$ cat src/rtl/snake_pkg.sv
// Shared direction codes, FSM state type and grid helpers for the snake game controller.
package snake_pkg;

    localparam logic [1:0] DIR_UP    = 2'b00;
    localparam logic [1:0] DIR_DOWN  = 2'b01;
    localparam logic [1:0] DIR_LEFT  = 2'b10;
    localparam logic [1:0] DIR_RIGHT = 2'b11;

    localparam int unsigned GRID_W_DEF = 9;
    localparam int unsigned GRID_H_DEF = 10;

    typedef enum logic [2:0] {
        ST_IDLE,
        ST_PLACE,
        ST_RUN,
        ST_WAIT,
        ST_OVER
    } state_e;

    function automatic logic [6:0] cell_idx(input logic [3:0] x,
                                            input logic [3:0] y,
                                            input int unsigned grid_w);
        return 7'(y) * 7'(grid_w) + 7'(x);
    endfunction

    // Up/Down differ only in bit 0, as do Left/Right.
    function automatic logic dir_opposite(input logic [1:0] a, input logic [1:0] b);
        return (a[1] == b[1]) && (a[0] != b[0]);
    endfunction

endpackage

$ cat src/rtl/snake_food_placer.sv
// Food placement: free-running LFSR seeds a candidate cell, then a linear scan finds a free one.
module snake_food_placer
    import snake_pkg::*;
#(
    parameter int unsigned GRID_W    = GRID_W_DEF,
    parameter int unsigned GRID_H    = GRID_H_DEF,
    parameter logic [7:0]  LFSR_SEED = 8'hA5
) (
    input  logic                       clk_i,
    input  logic                       rst_ni,
    input  logic                       start_i,
    input  logic [GRID_W*GRID_H-1:0]   body_i,
    input  logic [3:0]                 head_x_i,
    input  logic [3:0]                 head_y_i,
    output logic                       found_o,
    output logic                       full_o,
    output logic [3:0]                 food_x_o,
    output logic [3:0]                 food_y_o
);

    localparam int unsigned CELLS   = GRID_W * GRID_H;
    localparam logic [3:0] W4       = 4'(GRID_W);
    localparam logic [3:0] H4       = 4'(GRID_H);
    localparam logic [3:0] X_LAST   = 4'(GRID_W - 1);
    localparam logic [3:0] Y_LAST   = 4'(GRID_H - 1);
    localparam logic [6:0] SCAN_MAX = 7'(CELLS - 1);

    logic [7:0] lfsr_q, lfsr_d;
    logic       busy_q, busy_d;
    logic [3:0] cand_x_q, cand_x_d;
    logic [3:0] cand_y_q, cand_y_d;
    logic [3:0] food_x_q, food_x_d;
    logic [3:0] food_y_q, food_y_d;
    logic [6:0] scan_q, scan_d;
    logic [3:0] seed_x, seed_y;
    logic       cand_free;

    assign food_x_o = food_x_q;
    assign food_y_o = food_y_q;

    // One conditional subtract suffices: a 4-bit value is below twice either grid dimension.
    assign seed_x = (lfsr_q[3:0] >= W4) ? lfsr_q[3:0] - W4 : lfsr_q[3:0];
    assign seed_y = (lfsr_q[7:4] >= H4) ? lfsr_q[7:4] - H4 : lfsr_q[7:4];

    assign cand_free = !body_i[cell_idx(cand_x_q, cand_y_q, GRID_W)]
                    && !((cand_x_q == head_x_i) && (cand_y_q == head_y_i));

    always_comb begin
        lfsr_d   = {lfsr_q[6:0], lfsr_q[7] ^ lfsr_q[5] ^ lfsr_q[4] ^ lfsr_q[3]};
        busy_d   = busy_q;
        cand_x_d = cand_x_q;
        cand_y_d = cand_y_q;
        food_x_d = food_x_q;
        food_y_d = food_y_q;
        scan_d   = scan_q;
        found_o  = 1'b0;
        full_o   = 1'b0;

        if (start_i) begin
            busy_d   = 1'b1;
            cand_x_d = seed_x;
            cand_y_d = seed_y;
            scan_d   = '0;
        end else if (busy_q) begin
            if (cand_free) begin
                found_o  = 1'b1;
                busy_d   = 1'b0;
                food_x_d = cand_x_q;
                food_y_d = cand_y_q;
            end else if (scan_q == SCAN_MAX) begin
                full_o = 1'b1;
                busy_d = 1'b0;
            end else begin
                scan_d = scan_q + 7'd1;
                if (cand_x_q == X_LAST) begin
                    cand_x_d = '0;
                    cand_y_d = (cand_y_q == Y_LAST) ? '0 : cand_y_q + 4'd1;
                end else begin
                    cand_x_d = cand_x_q + 4'd1;
                end
            end
        end
    end

    always_ff @(posedge clk_i or negedge rst_ni) begin
        if (!rst_ni) begin
            lfsr_q   <= LFSR_SEED;
            busy_q   <= 1'b0;
            cand_x_q <= '0;
            cand_y_q <= '0;
            food_x_q <= '0;
            food_y_q <= '0;
            scan_q   <= '0;
        end else begin
            lfsr_q   <= lfsr_d;
            busy_q   <= busy_d;
            cand_x_q <= cand_x_d;
            cand_y_q <= cand_y_d;
            food_x_q <= food_x_d;
            food_y_q <= food_y_d;
            scan_q   <= scan_d;
        end
    end

endmodule

$ cat src/rtl/snake_game_ctrl.sv
// Snake game sequencer: move tick, direction latch, step/collision/eat handling, score and status.
module snake_game_ctrl
    import snake_pkg::*;
#(
    parameter int unsigned GRID_W    = GRID_W_DEF,
    parameter int unsigned GRID_H    = GRID_H_DEF,
    parameter int unsigned TICK_DIV  = 25,
    parameter int unsigned STEP_LAT  = 1,
    parameter logic [7:0]  LFSR_SEED = 8'hA5
) (
    input  logic                       Game_Clk,
    input  logic                       i_Rst_n,
    input  logic                       i_Start,
    input  logic                       i_Btn_Up,
    input  logic                       i_Btn_Down,
    input  logic                       i_Btn_Left,
    input  logic                       i_Btn_Right,
    input  logic [3:0]                 i_Head_X,
    input  logic [3:0]                 i_Head_Y,
    input  logic [GRID_W*GRID_H-1:0]   i_SnakeBody,
    input  logic                       i_Collision,
    output logic                       o_Init,
    output logic                       o_Step,
    output logic [1:0]                 o_Dir,
    output logic [3:0]                 o_Food_X,
    output logic [3:0]                 o_Food_Y,
    output logic                       o_Food_Valid,
    output logic [7:0]                 o_Score,
    output logic                       o_Game_Over,
    output logic                       o_Win
);

    localparam int unsigned TW = $clog2(TICK_DIV);
    localparam int unsigned LW = $clog2(STEP_LAT + 1);
    localparam logic [TW-1:0] TICK_LAST = TW'(TICK_DIV - 1);
    localparam logic [LW-1:0] LAT_LAST  = LW'(STEP_LAT - 1);

    state_e         state_q, state_d;
    logic [TW-1:0]  tick_q, tick_d;
    logic [LW-1:0]  lat_q, lat_d;
    logic [1:0]     dir_q, dir_d;
    logic [1:0]     pend_q, pend_d;
    logic [7:0]     score_q, score_d;
    logic           food_valid_q, food_valid_d;
    logic           over_q, over_d;
    logic           win_q, win_d;

    logic           place_start;
    logic           food_found;
    logic           board_full;
    logic           start_ok;
    logic           btn_any;
    logic [1:0]     btn_dir;
    logic           head_on_food;

    snake_food_placer #(
        .GRID_W    (GRID_W),
        .GRID_H    (GRID_H),
        .LFSR_SEED (LFSR_SEED)
    ) u_placer (
        .clk_i    (Game_Clk),
        .rst_ni   (i_Rst_n),
        .start_i  (place_start),
        .body_i   (i_SnakeBody),
        .head_x_i (i_Head_X),
        .head_y_i (i_Head_Y),
        .found_o  (food_found),
        .full_o   (board_full),
        .food_x_o (o_Food_X),
        .food_y_o (o_Food_Y)
    );

    assign o_Dir        = dir_q;
    assign o_Score      = score_q;
    assign o_Food_Valid = food_valid_q;
    assign o_Game_Over  = over_q;
    assign o_Win        = win_q;

    assign start_ok     = i_Start && ((state_q == ST_IDLE) || (state_q == ST_OVER));
    assign btn_any      = i_Btn_Up || i_Btn_Down || i_Btn_Left || i_Btn_Right;
    assign head_on_food = food_valid_q && (i_Head_X == o_Food_X) && (i_Head_Y == o_Food_Y);

    always_comb begin
        btn_dir = DIR_RIGHT;
        if (i_Btn_Up) begin
            btn_dir = DIR_UP;
        end else if (i_Btn_Down) begin
            btn_dir = DIR_DOWN;
        end else if (i_Btn_Left) begin
            btn_dir = DIR_LEFT;
        end
    end

    always_comb begin
        state_d      = state_q;
        tick_d       = tick_q;
        lat_d        = lat_q;
        dir_d        = dir_q;
        pend_d       = pend_q;
        score_d      = score_q;
        food_valid_d = food_valid_q;
        over_d       = over_q;
        win_d        = win_q;
        o_Init       = 1'b0;
        o_Step       = 1'b0;
        place_start  = 1'b0;

        unique case (state_q)
            ST_IDLE, ST_OVER: begin
                if (i_Start) begin
                    o_Init       = 1'b1;
                    place_start  = 1'b1;
                    score_d      = '0;
                    dir_d        = DIR_RIGHT;
                    tick_d       = '0;
                    food_valid_d = 1'b0;
                    over_d       = 1'b0;
                    win_d        = 1'b0;
                    state_d      = ST_PLACE;
                end
            end
            ST_PLACE: begin
                if (food_found) begin
                    food_valid_d = 1'b1;
                    tick_d       = '0;
                    state_d      = ST_RUN;
                end else if (board_full) begin
                    over_d  = 1'b1;
                    win_d   = 1'b1;
                    state_d = ST_OVER;
                end
            end
            ST_RUN: begin
                if (tick_q == TICK_LAST) begin
                    o_Step  = 1'b1;
                    dir_d   = pend_q;
                    tick_d  = '0;
                    lat_d   = '0;
                    state_d = ST_WAIT;
                end else begin
                    tick_d = tick_q + 1'b1;
                end
            end
            ST_WAIT: begin
                if (lat_q == LAT_LAST) begin
                    if (i_Collision) begin
                        over_d  = 1'b1;
                        state_d = ST_OVER;
                    end else if (head_on_food) begin
                        score_d      = (score_q == 8'hFF) ? score_q : score_q + 8'd1;
                        food_valid_d = 1'b0;
                        place_start  = 1'b1;
                        state_d      = ST_PLACE;
                    end else begin
                        state_d = ST_RUN;
                    end
                end else begin
                    lat_d = lat_q + 1'b1;
                end
            end
            default: state_d = ST_IDLE;
        endcase

        // Reversal is judged against the direction committed after this edge, so a press in the
        // step cycle cannot queue a reversal of the direction just taken.
        if (start_ok) begin
            pend_d = DIR_RIGHT;
        end else if (btn_any && !dir_opposite(btn_dir, dir_d)) begin
            pend_d = btn_dir;
        end
    end

    always_ff @(posedge Game_Clk or negedge i_Rst_n) begin
        if (!i_Rst_n) begin
            state_q      <= ST_IDLE;
            tick_q       <= '0;
            lat_q        <= '0;
            dir_q        <= DIR_RIGHT;
            pend_q       <= DIR_RIGHT;
            score_q      <= '0;
            food_valid_q <= 1'b0;
            over_q       <= 1'b0;
            win_q        <= 1'b0;
        end else begin
            state_q      <= state_d;
            tick_q       <= tick_d;
            lat_q        <= lat_d;
            dir_q        <= dir_d;
            pend_q       <= pend_d;
            score_q      <= score_d;
            food_valid_q <= food_valid_d;
            over_q       <= over_d;
            win_q        <= win_d;
        end
    end

endmodule

$ cat config.mk
export PLATFORM = sky130hd
export DESIGN_NAME = snake_game_ctrl
export DESIGN_NICKNAME = d
export VERILOG_FILES = /design/src/rtl/snake_pkg.sv /design/src/rtl/snake_food_placer.sv /design/src/rtl/snake_game_ctrl.sv
export SDC_FILE = /design/constraint.sdc
export NUM_CORES = 1
export LEC_CHECK = 0
export CAP_MARGIN = 40
export CORE_UTILIZATION = 52
export DETAILED_ROUTE_END_ITERATION = 8
export PLACE_DENSITY = 0.95
export SYNTH_ARGS = -nofsm -noshare
export SYNTH_HDL_FRONTEND = slang
export SYNTH_SLANG_ARGS = --single-unit
$ cat constraint.sdc
create_clock -name Game_Clk -period 8.5 [get_ports Game_Clk]
set_input_delay 2.55 -clock Game_Clk [delete_from_list [all_inputs] [get_ports Game_Clk]]
set_output_delay 2.55 -clock Game_Clk [all_outputs]
set_load 0.02 [all_outputs]
* Word level (Yosys, flattened, before mapping)
Index checks and enable logic that the tools add are counted.
Widths: inputs -> output; s select.
** Storage, ports and cells
- Word-level logic and storage cells :: 174
- Flip-flop bits (word level) :: 56
- Input bits :: 106
- Output and inout port bits :: 23
** Cells by class
- Add/sub/neg operators :: 9
- $lt $le $gt $ge :: 3
- Eq/ne operators :: 28
- Bitwise operators :: 4
- Reductions and logical operators :: 34
- Multipliers :: 1
- Mux-type cells :: 79
** Operators with widths (number)
- $mux 4 :: 13
- $mux 8 :: 5
- $mux 1 :: 31
- $mux 7 :: 4
- $ne 2x2->1 const B :: 12
- $mux 3 :: 6
- $reduce_and 6->1 :: 3
- $eq 4x4->1 :: 4
- $pmux 8 s2 :: 1
- $mux 5 :: 3
- $pmux 5 s3 :: 1
- $mux 2 :: 7
- $pmux 3 s4 :: 1
- $reduce_and 4->1 :: 3
- $reduce_bool 2->1 :: 6
- $reduce_and 3->1 :: 3
- $add 4x1->4 const B :: 2
- $add 8x1->8 const B :: 1
- $eq 4x4->1 const B :: 2
- $eq 8x8->1 const B :: 1
- $ge 4x4->1 const B :: 2
- $lt 7x8->1 const B :: 1
- $sub 4x4->4 const B :: 2
- $add 7x1->7 const B :: 1
- other kinds (25) :: 43

* Logic depth before layout (Yosys ltp)
- Word-level depth :: 12
- Depth in mapped cells :: 15
- Depth with buffers taken out :: 12

* By module
From an unflattened synthesis, not the netlist that was laid out.
** Second synthesis, totals
- Cells, all modules :: 434
- Area total of the unflattened synthesis :: 4411.7 µm²
** Modules (own cells, without submodules)
- snake_food_placer :: cells each 266, times used 1, area each 2910.3 µm²
- snake_game_ctrl :: cells each 168, times used 1, area each 1501.4 µm²

* Worst setup path before layout
No wires, ideal clock.
- Path type :: input-to-output
- Start :: input port i_Start
- End :: output port o_Init
- Path slack :: 3.085 ns
- Stages :: 2
- Data arrival time :: 2.865 ns
- Path buffers :: 0
- Cells stage by stage :: nand2_1 clkinv_1
** Between the ends
- Longest elaborated chain between the ends :: 2
** Ends and longest elaborated chain
- start, declared :: RTL line snake_game_ctrl.sv:13 : input logic i_Start,
- $mux 1 :: RTL line snake_game_ctrl.sv:110 : if (i_Start) begin
- $mux 1 :: RTL line snake_game_ctrl.sv:108 : unique case (state_q)
- end, declared :: RTL line snake_game_ctrl.sv:22 : output logic o_Init,
No other way between the ends.

* Worst setup path in the final report
Same ends and word-level chain as after synthesis.

==> reports/results.tsv <==
metric	value	unit
status	finished clean	
clock_power_share	0.114	
grt_max_degree	56	
drive_gt1_frac	0.1091	
cp_max_fo	11	
slew_headroom	0.4240	
finalWirelength	11880	microns
track_usage	0.2929	
final_cell_mix	127 x clkdlybuf4s50_1, 47 x nand2_1, 47 x dfrtp_1	
start_util	0.5412	
fmax	0.1479	GHz
power.switching	687.9	uW
cts_setup_buffers	0	
synthCells	428	
dieArea	0.008448	sq mm
netlist_area	0.004204	sq mm
postLayoutCellArea	0.005634	sq mm
antenna_found_initial	0	
placed_area	0.005523	sq mm
postCtsHoldBufs	0	
io_buffers	128	
hold_violations	0	
vias	4021	
cts_tree	done	
power_density	273.4	mW/mm^2
hp-class	register to register	
comb_power_share	0.627	
final_common_cell	clkdlybuf4s50_1	
diodes	0	
p_leak	2.310	nW
synth_flop_cell	dfrtp_1	
cp.required	5950	ps
cts_resized	0	
synth_edf_count	0	
cts_root_buf	clkbuf_8	
place_hpwl	9096	microns
ant_nets	0	
dieHeight	91.92	microns
cts_max_level	2	
clk_pin_slew	100	ps
cts.sinks	55	
clockBufferDepth	2	
cap_violations	0	
gp_congestion	0.8516	
rsz0062_at_grt	no	
tightest_slew	857.9	ps
io_pins	129	
async_flop_share	1.000	
first_pass_iters	5	
pwr-share-seq	0.259	
die_w	91.92	microns
yosysSeqAreaShare	0.3298	
critPathArrivalTime	4210	ps
overflow	0	
drt_iter0_drc	414	
criticalPathCategory	input pin to primary output	
cts_buffers	5	
finalCriticalPeriod	6761	ps
yosysWarnings	0	
ys_types	69	
swShare	0.4465	
synth_nets	556	
max-vdd-ir-drop	0.0001339	V
p_total	1.541	mW
synthTopCellsByArea	dfrtp_1 28%, mux4_2 10%, ha_1 6.3%	
slew_violations	0	
fp.coreArea	0.007767	sq mm
wl_per_cell	18.22	microns
tns	0	ps
synth_area_per_cell	9.823	sq um
setup_viol	0	
yosysTopAreaCell	dfrtp_1	
grt_pass1_vias	4143	
via_per_inst	6.167	
ys_ff_latch	55	
synth_top_cell_area_share	0.2798	
p_int	852.6	uW
std_cell_rows	32	
area_growth	34.02	%
grt_pass1_wl	19710	microns
worstSkewPairLatency	310	ps
drcViolationCount	0	
start_kind	input pin	
finalClockSkew	8.095	ps
worstSetupEndpointType	primary output	
finalNetCount	677	
finalCritPeriodShare	0.7954	
==> critical path: stages <==
cell             delay, ps
clkdlybuf4s50_1        410
nand2_1                280
clkinv_1               340
clkdlybuf4s50_1        630
==> worst paths after layout <==
kind / slack, ps / startpoint / depth (start not counted) / to
worst min-delay path: 430 / u_placer.lfsr_q[0]$_DFF_PN1_ / 0 / u_placer.lfsr_q[1]$_DFF_PN0_
worst min register to register: 430 / u_placer.lfsr_q[0]$_DFF_PN1_ / 0 / u_placer.lfsr_q[1]$_DFF_PN0_
max in group asynchronous: 5690 / i_Rst_n / 2 / u_placer.lfsr_q[6]$_DFF_PN0_
worst max register to register: 3830 / u_placer.cand_y_q[1]$_DFFE_PN0P_ / 12 / u_placer.cand_x_q[0]$_DFFE_PN0P_
worst max-delay path: 1740 / i_Start / 4 / o_Init
min in group asynchronous: 2350 / i_Rst_n / 2 / o_Score[6]$_DFFE_PN0P_
==> per-layer routing <==
metal / part of all wire / global-route usage / vias to the layer above
met5: 0 / 0 / -
met4: 0.027 / 0.1081 / 0
met3: 0.056 / 0.04395 / 29
met2: 0.52 / 0.5211 / 195
met1: 0.40 / 0.3584 / 1967
li1: - / - / 1830
==> cells by family after synthesis <==
family,Yosys count,share of synthesized area
AOI/OAI and AO/OA,92,0.1506
xor gates and xnor gates,32,0.06666
adders and majority gates,22,0.06726
buffers and inverters,37,0.04345
DFF,55,0.3298
muxes,33,0.1494
and+or+nand+nor,157,0.1929
==> area by class of cell <==
type | instances | area (sq um)
Clock buffer | 6 | 72.57
Clock inverter | 2 | 38.79
Fill cell | 526 | 2133
Inverter | 20 | 75.07
Multi-Input combinational cell | 336 | 2635
Sequential cell | 55 | 1386
Tap cell | 102 | 127.6
Timing Repair Buffer | 131 | 1299
==> cell usage after synthesis, drive strengths merged, types with 5 or more instances <==
master,count
ha,21
buf,8
nor3,5
o21ai,22
nand4,8
xor2,10
mux2,9
nor2,26
mux4,22
a31oi,8
xnor2,22
dfstp,8
or3,8
nand3,28
nand2,47
clkbuf,9
nor3b,5
dfrtp,47
and2,5
inv,19
a21oi,26
==> state kept, by name, indices dropped and copies added, names as in the netlist <==
register and flops:
o_Dir 2, o_Food_Valid 1, o_Game_Over 1, o_Score 8
o_Win 1, pend_q 2, state_q 3, tick_q 5
u_placer.busy_q 1, u_placer.cand_x_q 4, u_placer.cand_y_q 4, u_placer.food_x_o 4
u_placer.food_y_o 4, u_placer.lfsr_q 8, u_placer.scan_q 7
==> stage by stage <==
step / util / instances / worst slack (ps) / hold WS [ps]
floorplan: - / 428 / 3085 / 390.3
global placement: 0.7110 / 644 / 1833 / 407.8
detailed placement: 0.7110 / 644 / 1797 / 415.6
CTS: 0.7254 / 652 / 1787 / 432.3
global route: 0.7254 / 652 / 1670 / 437.2
finish: 0.7254 / 652 / 1739 / 430.3
==> power by group through the flow <==
stage / clock [mW] / combinational [mW] / sequential [mW]
2_1_floorplan: 0 / 0.727 / 0.389
3_3_place_gp: 0 / 0.902 / 0.393
3_5_place_dp: 0 / 0.947 / 0.400
4_1_cts: 0.178 / 0.954 / 0.396
5_1_grt: 0.187 / 1.04 / 0.407
6_report: 0.175 / 0.966 / 0.399
Power figures use the tool's default switching activity.
